`config.mk`:
```
export PLATFORM = sky130hd
export DESIGN_NAME = hex_scroll_buffer
export DESIGN_NICKNAME = d
export VERILOG_FILES = /design/src/rtl/hex_scroll_pkg.sv /design/src/rtl/hex_scroll_buffer_prescaler.sv /design/src/rtl/hex_scroll_buffer.sv
export SDC_FILE = /design/constraint.sdc
export NUM_CORES = 1
export LEC_CHECK = 0
export BUFFER_PORTS_ARGS = -buffer_cell sky130_fd_sc_hd__buf_2
export CORE_MARGIN = 3
export CORE_UTILIZATION = 40
export DETAILED_ROUTE_END_ITERATION = 16
export HOLD_SLACK_MARGIN = 0.02
export PLACE_DENSITY = 0.63
export SLEW_MARGIN = 40
export SYNTH_ARGS = -nofsm -noshare
export SYNTH_HDL_FRONTEND = slang
export SYNTH_HIERARCHICAL = 1
export SYNTH_SLANG_ARGS = --single-unit
```
`constraint.sdc`:
```
create_clock -name CLK -period 14.3 [get_ports CLK]
set_input_delay 2.145 -clock CLK [delete_from_list [all_inputs] [get_ports CLK]]
set_output_delay 2.145 -clock CLK [all_outputs]
set_load 0.02 [all_outputs]
```
`src/rtl/hex_scroll_pkg.sv`:
```
// hex_scroll_pkg: shared types for the hex scroll buffer.
//   state_e             - display/scroll state
//   digit_t             - one hex digit
//   STEP_CYCLES_DEFAULT - default clock cycles per scroll step (0.25 s at 12 MHz)
package hex_scroll_pkg;

  typedef enum logic [1:0] {
    ST_IDLE,
    ST_STATIC,
    ST_SCROLL,
    ST_HOLD
  } state_e;

  typedef logic [3:0] digit_t;

  localparam int unsigned STEP_CYCLES_DEFAULT = 3000000;

endpackage

```
`src/rtl/hex_scroll_buffer_prescaler.sv`:
```
// scroll_prescaler: down-counter that produces one tick every STEP_CYCLES
// enabled cycles.
//   CLK    - clock
//   RST_N  - asynchronous active-low reset (counter loads STEP_CYCLES-1)
//   enable - count this cycle; when disabled the count is frozen
//   reload - force the counter back to STEP_CYCLES-1 (overrides enable)
//   tick   - high for the enabled cycle in which the count is 0
module scroll_prescaler
  import hex_scroll_pkg::*;
#(
  parameter int unsigned STEP_CYCLES = STEP_CYCLES_DEFAULT
) (
  input  logic CLK,
  input  logic RST_N,
  input  logic enable,
  input  logic reload,
  output logic tick
);

  localparam int unsigned CW = (STEP_CYCLES > 1) ? $clog2(STEP_CYCLES) : 1;
  localparam logic [CW-1:0] RELOAD_VAL = CW'(STEP_CYCLES - 1);

  logic [CW-1:0] cnt_q;
  logic [CW-1:0] cnt_d;

  always_comb begin
    cnt_d = cnt_q;
    tick  = 1'b0;
    if (reload) begin
      cnt_d = RELOAD_VAL;
    end else if (enable) begin
      if (cnt_q == '0) begin
        cnt_d = RELOAD_VAL;
        tick  = 1'b1;
      end else begin
        cnt_d = cnt_q - CW'(1);
      end
    end
  end

  always_ff @(posedge CLK or negedge RST_N) begin
    if (!RST_N) begin
      cnt_q <= RELOAD_VAL;
    end else begin
      cnt_q <= cnt_d;
    end
  end

endmodule

```
`src/rtl/hex_scroll_buffer.sv`:
```
// hex_scroll_buffer: stores up to DEPTH hex digits and presents a four-digit
// window of them, scrolling through the message when it is longer than four
// digits.
//   CLK, RST_N - clock, asynchronous active-low reset
//   WR_EN      - append WR_DATA at index LEN (dropped when FULL or CLR)
//   WR_DATA    - hex digit to append
//   CLR        - synchronous clear of the message, pointer and prescaler
//   RUN        - scrolling enabled
//   DIR        - 0: pointer increments (scroll left), 1: pointer decrements
//   WINDOW     - four displayed digits, [15:12] leftmost
//   LEN        - number of stored digits
//   FULL       - LEN == DEPTH
//   STEP       - one-cycle pulse in the cycle a scroll step is taken
module hex_scroll_buffer
  import hex_scroll_pkg::*;
#(
  parameter int unsigned DEPTH       = 16,
  parameter int unsigned STEP_CYCLES = STEP_CYCLES_DEFAULT
) (
  input  logic                     CLK,
  input  logic                     RST_N,
  input  logic                     WR_EN,
  input  logic [3:0]               WR_DATA,
  input  logic                     CLR,
  input  logic                     RUN,
  input  logic                     DIR,
  output logic [15:0]              WINDOW,
  output logic [$clog2(DEPTH):0]   LEN,
  output logic                     FULL,
  output logic                     STEP
);

  localparam int unsigned AW = $clog2(DEPTH);
  localparam logic [AW:0] DEPTH_L = (AW+1)'(DEPTH);

  digit_t        mem_q [DEPTH];
  digit_t        mem_d [DEPTH];
  logic [AW:0]   len_q;
  logic [AW:0]   len_d;
  logic [AW-1:0] ptr_q;
  logic [AW-1:0] ptr_d;
  state_e        state_q;
  state_e        state_d;

  logic          wr_ok;
  logic          step_tick;
  logic          presc_enable;
  logic          presc_reload;

  // Prescaler only runs while scrolling; it is held at its reload value in
  // IDLE/STATIC so that a new scroll always starts with a full step period,
  // and simply frozen in HOLD so a paused scroll resumes mid-period.
  assign presc_enable = (state_q == ST_SCROLL);
  assign presc_reload = CLR || (state_q == ST_IDLE) || (state_q == ST_STATIC);

  scroll_prescaler #(
    .STEP_CYCLES (STEP_CYCLES)
  ) u_prescaler (
    .CLK    (CLK),
    .RST_N  (RST_N),
    .enable (presc_enable),
    .reload (presc_reload),
    .tick   (step_tick)
  );

  // Next-state: the step wraps against the pre-write length so a write in
  // the same cycle never pulls the pointer onto the new digit early.
  always_comb begin
    mem_d   = mem_q;
    len_d   = len_q;
    ptr_d   = ptr_q;
    state_d = state_q;
    wr_ok   = WR_EN && !CLR && (len_q != DEPTH_L);

    if (CLR) begin
      len_d = '0;
      ptr_d = '0;
    end else begin
      if (wr_ok) begin
        mem_d[len_q[AW-1:0]] = WR_DATA;
        len_d = len_q + (AW+1)'(1);
      end
      if (step_tick) begin
        if (DIR) begin
          ptr_d = (ptr_q == '0) ? AW'(len_q - (AW+1)'(1)) : ptr_q - AW'(1);
        end else begin
          ptr_d = ({1'b0, ptr_q} == len_q - (AW+1)'(1)) ? '0 : ptr_q + AW'(1);
        end
      end
    end

    if (len_d == '0) begin
      state_d = ST_IDLE;
      ptr_d   = '0;
    end else if (len_d <= (AW+1)'(4)) begin
      state_d = ST_STATIC;
      ptr_d   = '0;
    end else if (RUN) begin
      state_d = ST_SCROLL;
    end else begin
      state_d = ST_HOLD;
    end
  end

  always_ff @(posedge CLK or negedge RST_N) begin
    if (!RST_N) begin
      mem_q   <= '{default: '0};
      len_q   <= '0;
      ptr_q   <= '0;
      state_q <= ST_IDLE;
    end else begin
      mem_q   <= mem_d;
      len_q   <= len_d;
      ptr_q   <= ptr_d;
      state_q <= state_d;
    end
  end

  // Window decode. When scrolling LEN > 4, so ptr+i (ptr < LEN, i < 4) needs
  // at most one subtraction of LEN to stay in range.
  always_comb begin
    int unsigned len_i;
    int unsigned idx;
    WINDOW = '0;
    len_i  = int'(len_q);
    idx    = 0;
    case (state_q)
      ST_STATIC: begin
        for (int unsigned i = 0; i < 4; i++) begin
          if (i + len_i >= 4) begin
            idx = i + len_i - 4;
            WINDOW[15 - 4*i -: 4] = mem_q[AW'(idx)];
          end
        end
      end
      ST_SCROLL, ST_HOLD: begin
        for (int unsigned i = 0; i < 4; i++) begin
          idx = int'(ptr_q) + i;
          if (idx >= len_i) begin
            idx = idx - len_i;
          end
          WINDOW[15 - 4*i -: 4] = mem_q[AW'(idx)];
        end
      end
      default: WINDOW = '0;
    endcase
  end

  assign LEN  = len_q;
  assign FULL = (len_q == DEPTH_L);
  assign STEP = step_tick;

endmodule

```
Yosys cells after proc, flatten, opt, wreduce, memory -nomap -nowiden

Index checks and enable logic that the tools add are counted.

Flip-flop bits (word level): 97
Input port bits: 10

$add $sub $neg: 19
Magnitude comparators: 19
Equality and inequality tests: 6
Mux-type cells: 58
Bitwise operators: 10
Reduce and logical (&&, ||, !) cells: 14

Operators with widths:

| kind                                                | number |
|---|---|
| 2-to-1 mux 4 bit                                    | 36 |
| binary-select mux 4 bit (select 4 bit)              | 8 |
| 2-to-1 mux 22 bit                                   | 3 |
| bitwise mux 64 bit                                  | 1 |
| >= comparator 5 bit, second input constant          | 9 |
| NOT 4 -> 5 bit                                      | 9 |
| one-hot mux 16 bit (2 select lines)                 | 1 |
| logical NOT 22 bit                                  | 1 |
| subtractor 22 x 1 -> 22 bit, second input constant  | 1 |
| >= comparator 6 x 3 -> 1 bit, second input constant | 3 |
| demux 4 bit (select 4 bit)                          | 1 |
| subtractor 4 x 3 -> 4 bit, second input constant    | 4 |
| subtractor 4 bit                                    | 4 |
| >= comparator 5 bit                                 | 3 |
| adder 2 x 5 -> 6 bit, first input constant          | 2 |
| adder 4 x 2 -> 5 bit, second input constant         | 2 |
| 2-to-1 mux 5 bit                                    | 2 |
| adder 1 x 5 -> 6 bit, first input constant          | 1 |
| adder 4 x 1 -> 5 bit, second input constant         | 1 |
| adder 5 x 1 -> 5 bit, second input constant         | 1 |
| equality test 4 x 5 -> 1 bit                        | 1 |
| equality test 5 bit, second input constant          | 1 |
| >= comparator 4 x 5 -> 1 bit                        | 1 |
| >= comparator 5 x 3 -> 1 bit, second input constant | 1 |
| 21 further kinds                                    | 29 |

Longest topological paths before layout

Gate-level depths: netlist of the first run.

Depth after elaboration: 9
Depth in mapped cells: 15
Gate-level depth less buffers: 13

Hierarchy

The synthesis of the first run kept the hierarchy.

By module, submodules not included:

| module            | times used | cells an instance | area an instance (um^2) |
|---|---|---|---|
| hex_scroll_buffer | 1          | 844               | 8921.1 |
| scroll_prescaler  | 1          | 136               | 1285.0 |

Worst setup path before layout of the first run

No wires, ideal clock.

Path type: reg-to-output
Start: reg len_q[1], in the netlist LEN[1]
End: out WINDOW[0]
Data arrival time: 4355 ps
Setup slack: 7800 ps
Stages on the path, launching flop included: 15
Path buffers: 4
Cell sequence: dfrtp_1 clkbuf_1 clkbuf_1 buf_1 inv_1 ha_1 a21oi_1 o21ai_2 a31oi_4 mux2i_2 buf_2 mux2i_1 mux2i_1 mux2_2 a221o_1

Cells in the longest elaborated chain, start to end: 8

Ends and longest elaborated chain:

| element                                                                                                 | line                                               | text |
|---|---|---|
| from (decl)                                                                                             | hex_scroll_buffer.sv:38                            | `logic [AW:0] len_q;` |
| from (signal assigned)                                                                                  | hex_scroll_buffer.sv:113                           | `len_q <= len_d;` |
| adder 2 x 5 -> 6 bit, or another cell as far along                                                      | hex_scroll_buffer.sv:131                           | `idx = i + len_i - 4;` |
| subtractor 4 x 3 -> 4 bit / 2-to-1 mux 4 bit (equally long branches)                                    | hex_scroll_buffer.sv:131, hex_scroll_buffer.sv:139 |  |
| NOT 4 -> 5 bit (implied by the code) / 2-to-1 mux 4 bit (equally long branches)                         | hex_scroll_buffer.sv:132, hex_scroll_buffer.sv:127 |  |
| binary-select mux 4 bit (select 4 bit) / NOT 4 -> 5 bit (equally long branches)                         | hex_scroll_buffer.sv:132, hex_scroll_buffer.sv:142 |  |
| 2-to-1 mux 4 bit (implied by the code) / binary-select mux 4 bit (select 4 bit) (equally long branches) | hex_scroll_buffer.sv:132, hex_scroll_buffer.sv:142 |  |
| 2-to-1 mux 4 bit (on tied branches)                                                                     | hex_scroll_buffer.sv:132, hex_scroll_buffer.sv:142 |  |
| 2-to-1 mux 4 bit (on tied branches)                                                                     | hex_scroll_buffer.sv:130, hex_scroll_buffer.sv:142 |  |
| one-hot mux 16 bit (2 select lines) *                                                                   | hex_scroll_buffer.sv:127                           | `case (state_q)` |
| to (decl)                                                                                               | hex_scroll_buffer.sv:27                            | `output logic [15:0] WINDOW,` |

Mark *: on every way between the ends. The rest lies on a longest branch, timed or not. The select of a mux whose other input is x is not followed.

Worst setup path after layout of the first run

Start: reg len_q[2], in the netlist LEN[2]
End: out WINDOW[12]

Cells in the longest elaborated chain, start to end: 8

Ends and longest elaborated chain:

| element                                                                 | line                                               | text |
|---|---|---|
| subtractor 4 bit / >= comparator 4 x 5 -> 1 bit (equally long branches) | hex_scroll_buffer.sv:140, hex_scroll_buffer.sv:139 |  |
| 2-to-1 mux 4 bit                                                        | hex_scroll_buffer.sv:139                           | `if (idx >= len_i) begin` |
| 2-to-1 mux 4 bit                                                        | hex_scroll_buffer.sv:127                           |  |
| NOT 4 -> 5 bit (implied by the code)                                    | hex_scroll_buffer.sv:142                           | `WINDOW[15 - 4*i -: 4] = mem_q[AW'(idx)];` |
| binary-select mux 4 bit (select 4 bit)                                  | hex_scroll_buffer.sv:142                           |  |
| 2-to-1 mux 4 bit (implied by the code) (2 in series)                    | hex_scroll_buffer.sv:142                           |  |
| one-hot mux 16 bit (2 select lines) *                                   | hex_scroll_buffer.sv:127                           |  |

Marked as above.

==> reports/summary.txt, run 1 <==
Outcome: completed
Root buffer cell: clkbuf_16
DR WL/cell: 23.2 um
Final hold slack: 0.517 ns
Cells after synthesis: 980
Initial DRC count: 1010
DRC viols: 0
#FFs+latches synth: 97
Total wire length: 30.4 mm
Simple-Gate Fraction of Synth Area: 13.5%
Die Wd: 166 um
CP Data Arrival Time: 5.02 ns
FF-to-FF Start: LEN[2]$_DFF_PN0_
Vias per inst: 6.64
Pleak: 0.00461 uW
Adder-Cell Fraction of Synth Area: 6.06%
Total Routing Usage GR: 21.7%
Setup TNS: 0 ns
I/O pins: 33
Register Area: 2450 um^2
Xor and xnor fraction of the mapped netlist area: 2.57%
DIE AREA: 27500 um^2
Reg-to-Reg End: mem_q[26]$_DFFE_PN0P_
Core box area: 24700 um^2
Worst Setup SP: LEN[2]$_DFF_PN0_
Fmax: 0.140 GHz
Final Hold Fails: 0
Max Cap Viol: 0
Chip height: 166 um
First-pass GRT wire length: 48.4 mm
Clock buffer depth: 2
Largest family of logic cells by synthesized area: multiplexers
Worst-Margin Slew: 0.813 ns
Reg2Reg Depth: 7
Setup crit end: WINDOW[12]
Post-Syn Area: 10200 um^2
Data required, critical path: 12.15 ns
Final Setup Violations: 0
Type of the most critical hold path: register to register
Reg clk slew, reported paths: 0.08 ns
Syn avg cell area: 10.4 um^2
Synth async-reset ratio: 100%
Worst Clk Skew: 0.0193 ns
Post-cts resize count: 0
Post-synth net total: 1037
Fin crit period: 7.16 ns
Later-pin clock latency in the skew report: 0.35 ns
Setup repair bufs after CTS: 0
Overflow after GRT: 0
# diodes: 0
Post-synthesis mux area share: 38.8%
Routability cong.: 0.945
Maximum vdd drop: 0.0548 mV
TritonCTS clock tree: done
YS warnings: 6
Hold-fix buffers at CTS: 0
Setup crit start kind: register
Initial antenna violation count: 0
Area grow syn2layout: 7.63%
Dpl hpwl: 22.6 mm
Row count: 57
Largest net degree at the start of global routing: 76
Compound-Gate Fraction of Synth Area: 11.5%
R2R Setup Slk: 10.37 ns
Multi-input logic area: 7450 um^2
Slew Limit Fails: 0
# fillers: 2377
Sequential element share of the synthesized area: 24.0%
RSZ-0062 raised after global routing: no
First-pass DRT Iterations: 8
Vias: 8689
Sinks on Clock Net: 97
Slew headroom: 45.8%
Crit Path Category: register to output port
Port bufs: 32
CP max FO: 29
Worst Setup End Kind: output port
NumNets Final: 1037
Period utilisation layout: 50.1%
H-tree levels: 3
Final antenna-violating net count: 0
Pwr per Cell Area: 78.1 nW/um^2
Distinct cells, synth: 77
Number of global-route vias before repair: 8284
Number of synthesized flops with an enable pin: 0
TritonCTS buffer count: 9
Share of cells above drive strength 1: 26.3%
Starting density of the core: 41.4%
Top_reg_cell synth: dfrtp_1
-- power breakdown --
part	internal, uW	switching (uW)	total [uW]
combinational	134	131	265
sequential	290	56.7	347
clock	125	120	245
-- through the flow --
| stage | worst slack, ns | util [%] | power, uW | std cells | instance area (um^2) |
|---|---|---|---|---|---|
| global route | 6.83 | 44.5 | 899 | 1309 | 11000 |
| CTS | 7.21 | 44.5 | 859 | 1309 | 11000 |
| finish | 7.14 | 44.5 | 857 | 1309 | 11000 |
| detailed placement | 7.61 | 43.3 | 610 | 1293 | 10700 |
| floorplan | 7.80 | - | 537 | 980 | 10200 |
| global placement | 7.67 | 43.1 | 604 | 1293 | 10600 |
-- synthesized netlist by cell type (8+ instances only) --
master    instances  area share (%)
or4_1             8            0.59
o31ai_1          13            0.96
a222oi_1          8            0.78
xor2_1            9            0.77
a21oi_1          30             1.5
buf_2            16            0.78
mux4_2           80              18
nor2_1           34             1.3
mux2i_1         125              12
a211oi_1          8            0.59
nand2_1          93             3.4
o211ai_1          9            0.66
nand4_1          14            0.86
nor3_1           13            0.64
nand2b_1         10            0.61
dfrtp_1          82              20
nand3_1          56             2.7
mux2_2           77             8.5
clkbuf_1         30             1.1
a22oi_1          12            0.88
inv_1            23            0.85
or3_1             8            0.49
nor2b_1          11            0.67
o21ai_0          21             1.0
xnor2_1          21             1.8
dfstp_2          15             3.9
ha_1             43             5.3
-- cell type report --
class / count / share of cell area, %
multi-input cells: 799 / 67.8
flip-flops and latches: 97 / 22.3
well taps: 324 / 3.69
repair buffers: 46 / 2.51
clock buffers: 9 / 2.05
inverters: 27 / 0.923
clock inverters: 7 / 0.695
-- kinds of logic after synthesis --
group           count (synthesis)
flops                          97
xor+xnor                       30
compound gates                161
fa+ha+maj                      47
buf+inv                        84
mux                           285
simple gates                  276
-- registers in the layout, summed over array words and instances (netlist names) --
register / flops
mem_q: 64
ptr_q: 4
LEN: 5
state_q: 2
u_prescaler/cnt_q: 22
-- worst min path at each step --
| stage | start | slack, ns | to | cells past startpoint |
|---|---|---|---|---|
| 2_1_floorplan | u_prescaler/cnt_q[16]$_DFFE_PN1P_ | 0.48 | u_prescaler/cnt_q[16]$_DFFE_PN1P_ | 2 |
| 3_3_place_gp | u_prescaler/cnt_q[15]$_DFFE_PN1P_ | 0.50 | u_prescaler/cnt_q[15]$_DFFE_PN1P_ | 2 |
| 3_5_place_dp | u_prescaler/cnt_q[16]$_DFFE_PN1P_ | 0.51 | u_prescaler/cnt_q[16]$_DFFE_PN1P_ | 2 |
| 4_1_cts | u_prescaler/cnt_q[10]$_DFFE_PN1P_ | 0.52 | u_prescaler/cnt_q[10]$_DFFE_PN1P_ | 2 |
| 5_1_grt | u_prescaler/cnt_q[16]$_DFFE_PN1P_ | 0.54 | u_prescaler/cnt_q[16]$_DFFE_PN1P_ | 2 |
| 6_report | u_prescaler/cnt_q[16]$_DFFE_PN1P_ | 0.52 | u_prescaler/cnt_q[16]$_DFFE_PN1P_ | 2 |
-- cells in the final DEF (no fill, tap or decap), types with 8 or more instances in the layout --
cell         n
ha_1        43
mux2i_1    123
dfrtp_1     80
or4_1        8
nand3_1     56
nor2_1      33
a22oi_1     12
nand4_1     14
clkbuf_16    9
nand2_1     93
or3_1        8
xnor2_1     20
nor3_1      13
inv_1       23
mux2_2      77
nand2b_1    10
a21oi_1     30
a222oi_1     8
xor2_1       8
nor2b_1     11
o31ai_1     11
dfstp_2     15
o211ai_1     9
buf_4       13
buf_2       31
o21ai_0     21
mux4_2      80
-- worst max-delay path: stages, from the launching register on --
cell,delay [ns]
dfrtp_1,0.69
clkinv_1,0.76
ha_1,0.60
a21oi_1,0.15
o21ai_1,0.09
a31oi_2,0.44
mux2_2,0.80
mux2i_1,0.20
a221oi_1,0.42
a22oi_1,0.16
nand3_1,0.16
buf_2,0.18
-- routing by layer --
layer | vias to the layer above | track usage [%] | part of all wire (%)
li1 | 3834 | - | -
met1 | 4299 | 32.2 | 43
met2 | 485 | 32.6 | 45
met3 | 71 | 2.79 | 8.8
met4 | 0 | 7.56 | 3.1
met5 | - | 0 | 0
No activity file was read; power rests on OpenSTA's default activity.
==> run 2: changes to the inputs <==
--- a/config.mk
+++ b/config.mk
@@ -10,7 +10,7 @@
 export CORE_UTILIZATION = 40
 export DETAILED_ROUTE_END_ITERATION = 16
 export HOLD_SLACK_MARGIN = 0.02
-export PLACE_DENSITY = 0.63
+export PLACE_DENSITY = 0.65
 export SLEW_MARGIN = 40
 export SYNTH_ARGS = -nofsm -noshare
 export SYNTH_HDL_FRONTEND = slang
==> constraint.sdc (replaced) <==
create_clock -name CLK -period 5.7 [get_ports CLK]
set_input_delay 0.855 -clock CLK [delete_from_list [all_inputs] [get_ports CLK]]
set_output_delay 0.855 -clock CLK [all_outputs]
set_load 0.02 [all_outputs]
==> run 2 against run 1 <==
  * Non-clock buffer count up 15
  * Core utilization up 0.44 points
  * Critical path type unchanged
  * Design area rose by 0.99%
  * Global-route usage hardly changed
  * Sequential power rose by 150%
  * Highest routed layer unchanged
==> reports/summary.txt, run 2 (same netlist as run 1, synthesis figures left out) <==
Most common cell after layout, fill and taps aside: mux2i_1
Share of cells above drive strength 1: 27.1%
Reg-to-Reg End: mem_q[28]$_DFFE_PN0P_
DIE AREA: 27500 um^2
Largest net degree at the start of global routing: 73
Vias per inst: 6.62
Pleak: 0.00469 uW
Period utilisation layout: 94.2%
Worst Setup End Kind: output port
Final hold slack: 0.401 ns
# fillers: 2355
Port bufs: 32
Clock buffer depth: 2
CP Data Arrival Time: 4.51 ns
Slew headroom: 44.8%
Most used cell, CP: ha_1
Setup crit end: WINDOW[4]
Sinks on Clock Net: 97
Overflow after GRT: 0
Largest Register: mem_q
Root buffer cell: clkbuf_16
Area grow syn2layout: 8.69%
Setup repair bufs after CTS: 0
Maximum vdd drop: 0.140 mV
Die Wd: 166 um
Fmax: 0.186 GHz
Starting density of the core: 41.4%
RSZ-0062 raised after global routing: no
CP max FO: 32
First-pass DRT Iterations: 5
Vias: 8771
Setup crit start kind: register
DR WL/cell: 23.1 um
Chip height: 166 um
Max Cap Viol: 0
Number of global-route vias before repair: 8424
Worst path depth: 13
# diodes: 0
R2R Setup Slk: 2.39 ns
Data required, critical path: 4.85 ns
Multi-input logic area: 7430 um^2
FF-to-FF Start: LEN[3]$_DFF_PN0_
Final Setup Violations: 0
Reg2Reg Depth: 8
Post-cts resize count: 0
First-pass GRT wire length: 48.4 mm
Fin crit period: 5.37 ns
Commonest cells after routing, fill and taps aside: mux2i_1, nand2_1, dfrtp_1, mux4_2, mux2_2
I/O pins: 33
Reg clk slew, reported paths: 0.08 ns
CP Cell Sequence: inv_1 > ha_1 > ha_1 > a21oi_1 > o21ai_0 > a2111oi_1 > nor3_4 > buf_4 > mux2i_1 > a222oi_1 > nand4_1 > o211ai_1 > buf_2
Total wire length: 30.6 mm
Total Routing Usage GR: 21.6%
Slew Limit Fails: 0
WP buf/inv: 3
Type of the most critical hold path: input port to async pin
Final Hold Fails: 0
Post-Place Cell Area: 10800 um^2
Register Area: 2450 um^2
Core box area: 24700 um^2
DRC viols: 0
Worst Clk Skew: 0.0139 ns
Dpl hpwl: 22.6 mm
H-tree levels: 3
Worst Setup SP: ptr_q[2]$_DFFE_PN0P_
Pwr per Cell Area: 197 nW/um^2
Initial DRC count: 1085
TritonCTS clock tree: done
Routability cong.: 0.985
Later-pin clock latency in the skew report: 0.35 ns
Outcome: completed
Setup TNS: 0 ns
NumNets Final: 1052
Crit Path Category: register to output port
TritonCTS buffer count: 9
Max stage delay on crit path: 0.67 ns
Worst-Margin Slew: 0.811 ns
Hold-fix buffers at CTS: 0
Initial antenna violation count: 0
Final antenna-violating net count: 0
Row count: 57
Largest register FFs: 64
Slowest CP cell: dfrtp_1
Crit-path leading delay family: compound AO/OA/AOI/OAI gates
Design area: 11100 um^2
run 2: per-layer routing:
metal / vias up / GRT usage, % / part of all wire [%]
met2: 476 / 33.6 / 46
li1: 3883 / - / -
met1: 4349 / 31.3 / 43
met3: 63 / 3.31 / 8.5
met5: - / 0 / 0
met4: 0 / 6.87 / 2.6
run 2: final cells by class:
class,instances,share of cell area [%]
multi-input cells,799,67.0
flip-flops and latches,97,22.1
well taps,324,3.65
repair buffers,61,3.50
clock buffers,9,2.03
inverters,27,0.914
clock inverters,7,0.823
run 2: worst min path at each step:
stage                                            from                                end  depth (start not counted)
floorplan           u_prescaler/cnt_q[16]$_DFFE_PN1P_  u_prescaler/cnt_q[16]$_DFFE_PN1P_                          2
global placement    u_prescaler/cnt_q[16]$_DFFE_PN1P_  u_prescaler/cnt_q[16]$_DFFE_PN1P_                          2
detailed placement  u_prescaler/cnt_q[16]$_DFFE_PN1P_  u_prescaler/cnt_q[16]$_DFFE_PN1P_                          2
CTS                                             RST_N   u_prescaler/cnt_q[6]$_DFFE_PN0P_                          1
global route                                    RST_N  u_prescaler/cnt_q[20]$_DFFE_PN0P_                          1
finish                                          RST_N  u_prescaler/cnt_q[20]$_DFFE_PN0P_                          1
run 2: power breakdown:
| part | internal (uW) | switching, uW | total (uW) | leakage, uW |
|---|---|---|---|---|
| Sequential | 728 | 136 | 865 | 0.00127 |
| Clock | 319 | 320 | 639 | 0.000152 |
| Combinational | 344 | 335 | 679 | 0.00326 |
| Total | 1390 | 791 | 2180 | 0.00469 |
run 2: metrics by stage:
stage,util (%),cells,total power (uW),setup WS (ns)
6_report,45.0,1324,2180,0.333
5_1_grt,45.0,1324,2270,0.00903
4_1_cts,44.9,1324,2180,0.249
3_5_place_dp,43.7,1308,1540,0.693
3_3_place_gp,43.6,1308,1530,0.790
2_1_floorplan,-,980,1350,0.490
==> run 3: changes to the inputs <==
--- a/config.mk
+++ b/config.mk
@@ -7,10 +7,10 @@
 export LEC_CHECK = 0
 export BUFFER_PORTS_ARGS = -buffer_cell sky130_fd_sc_hd__buf_2
 export CORE_MARGIN = 3
-export CORE_UTILIZATION = 40
+export CORE_UTILIZATION = 28
 export DETAILED_ROUTE_END_ITERATION = 16
 export HOLD_SLACK_MARGIN = 0.02
-export PLACE_DENSITY = 0.65
+export PLACE_DENSITY = 0.52
 export SLEW_MARGIN = 40
 export SYNTH_ARGS = -nofsm -noshare
 export SYNTH_HDL_FRONTEND = slang
==> run 3 against run 2 <==
  * Design area is 1.6% higher
  * Clock skew decreased by 0.0054 ns
  * Register-to-register slack got worse by 0.13 ns
  * Setup slack improved by 0.063 ns
  * Sequential share of layout area shrank 0.34 points
  * Critical endpoint is now WINDOW[3]
==> reports/summary.txt, run 3 (same netlist as run 1, synthesis figures left out) <==
Outcome: completed
Reg power frac: 40.4%
TritonCTS clock tree: done
Area grow syn2layout: 10.4%
Crit-path leading delay family: compound AO/OA/AOI/OAI gates
Vias: 8659
WP buf/inv: 3
Max Cap Viol: 0
Port bufs: 32
Routability cong.: 0.903
DIE AREA: 38800 um^2
TritonCTS buffer count: 9
Core box area: 35700 um^2
Net Sw Frac: 35.7%
Clock share of power: 27.5%
Fin crit period: 5.30 ns
Largest Register: mem_q
Total Routing Usage GR: 16.5%
Final hold slack: 0.452 ns
Most common cell after layout, fill and taps aside: mux2i_1
DR WL/cell: 22.1 um
Logic pwr share: 32.1%
Crit Path Category: register to output port
Die Wd: 197 um
# diodes: 0
Chip height: 197 um
Largest net degree at the start of global routing: 59
Worst Setup End Kind: output port
Share of cells above drive strength 1: 27.4%
Maximum vdd drop: 0.209 mV
Reg clk slew, reported paths: 0.07 ns
Setup TNS: 0 ns
Row count: 69
P_sw: 767 uW
P_int: 1380 uW
NumNets Final: 1057
Period utilisation layout: 93.0%
Total wire length: 32.3 mm
DRC viols: 0
Clock buffer depth: 2
Slowest CP cell: buf_4
Setup repair bufs after CTS: 0
Final antenna-violating net count: 0
I/O pins: 33
First-pass DRT Iterations: 7
Root buffer cell: clkbuf_16
CP max FO: 32
Slew Limit Fails: 0
Starting density of the core: 28.6%
CP Cell Sequence: inv_1 > ha_1 > xnor2_1 > ha_1 > a21oi_1 > o21ai_2 > a31oi_4 > mux2i_4 > buf_4 > mux2i_1 > mux2i_1 > mux2_2 > a221o_1 > buf_2
Commonest cells after routing, fill and taps aside: mux2i_1, nand2_1, dfrtp_1, mux4_2, mux2_2
H-tree levels: 3
Vias per inst: 5.91
Final Hold Fails: 0
Worst Clk Skew: 0.00848 ns
Later-pin clock latency in the skew report: 0.35 ns
Pwr per Cell Area: 191 nW/um^2
Data required, critical path: 4.85 ns
# fillers: 3726
Pleak: 0.00470 uW
Initial DRC count: 686
Slew headroom: 44.7%
Hold-fix buffers at CTS: 0
Sinks on Clock Net: 97
Number of global-route vias before repair: 8423
First-pass GRT wire length: 50.4 mm
Type of the most critical hold path: input port to async pin
Dpl hpwl: 24.7 mm
CP Data Arrival Time: 4.45 ns
Overflow after GRT: 0
RSZ-0062 raised after global routing: no
Max stage delay on crit path: 0.47 ns
Setup crit start kind: register
Final Setup Violations: 0
Largest register FFs: 64
Worst-Margin Slew: 0.809 ns
Post-cts resize count: 0
Fmax: 0.189 GHz
Initial antenna violation count: 0
==> run 3: cell count changes in the layout (fill, tap and decap cells not counted), sizes merged <==
cell      previous run  this run
inv                 27        26
clkinvlp             0         1
buf                 61        66
==> run 3: stage by stage <==
step                std cells  worst slack, ns  util, %  total power, uW  cell area [um^2]
floorplan                 980            0.490        -             1350             10200
global placement         1450            0.848     30.7             1540             11000
detailed placement       1450            0.751     30.7             1560             11000
CTS                      1466            0.357     31.5             2160             11300
global route             1466            0.110     31.5             2250             11300
finish                   1466            0.396     31.5             2150             11300
==> run 3: final timing paths <==
| kind | cells after the start | startpoint | slack, ns | to |
|---|---|---|---|---|
| setup / recovery | 14 | ptr_q[1]$_DFFE_PN0P_ | 0.40 | WINDOW[3] |
| hold / removal | 1 | RST_N | 0.45 | mem_q[26]$_DFFE_PN0P_ |
| setup reg to reg | 8 | LEN[2]$_DFF_PN0_ | 2.26 | mem_q[26]$_DFFE_PN0P_ |
| hold reg to reg | 2 | u_prescaler/cnt_q[16]$_DFFE_PN1P_ | 0.52 | u_prescaler/cnt_q[16]$_DFFE_PN1P_ |
| max in group asynchronous | 2 | RST_N | 4.22 | LEN[0]$_DFF_PN0_ |
| min in group CLK | 2 | u_prescaler/cnt_q[16]$_DFFE_PN1P_ | 0.52 | u_prescaler/cnt_q[16]$_DFFE_PN1P_ |
==> run 3: cell type report <==
class	count	area, um^2	area share, %
multi-input combinational	799	7430	65.9
sequential	97	2450	21.8
clock inverter	7	61.3	0.544
tap	461	577	5.12
clock buffer	9	225	2.00
inverter	27	101	0.899
timing repair buffer	66	425	3.78
==> run 3: layer usage <==
metal | up-vias | track usage, % | share of wire (%)
met2 | 327 | 25.8 | 46
met1 | 4408 | 24.1 | 46
met5 | - | 0 | 0
li1 | 3878 | - | -
met4 | 0 | 4.86 | 2.0
met3 | 46 | 2.10 | 6.6
==> run 3: power groups by stage <==
stage	registers, uW	logic (uW)	clock network [uW]
after detailed placement	868	690	0
after floorplan	805	543	0
after global placement	866	676	0
after global routing	870	744	640
after CTS	854	691	613
final	868	690	592
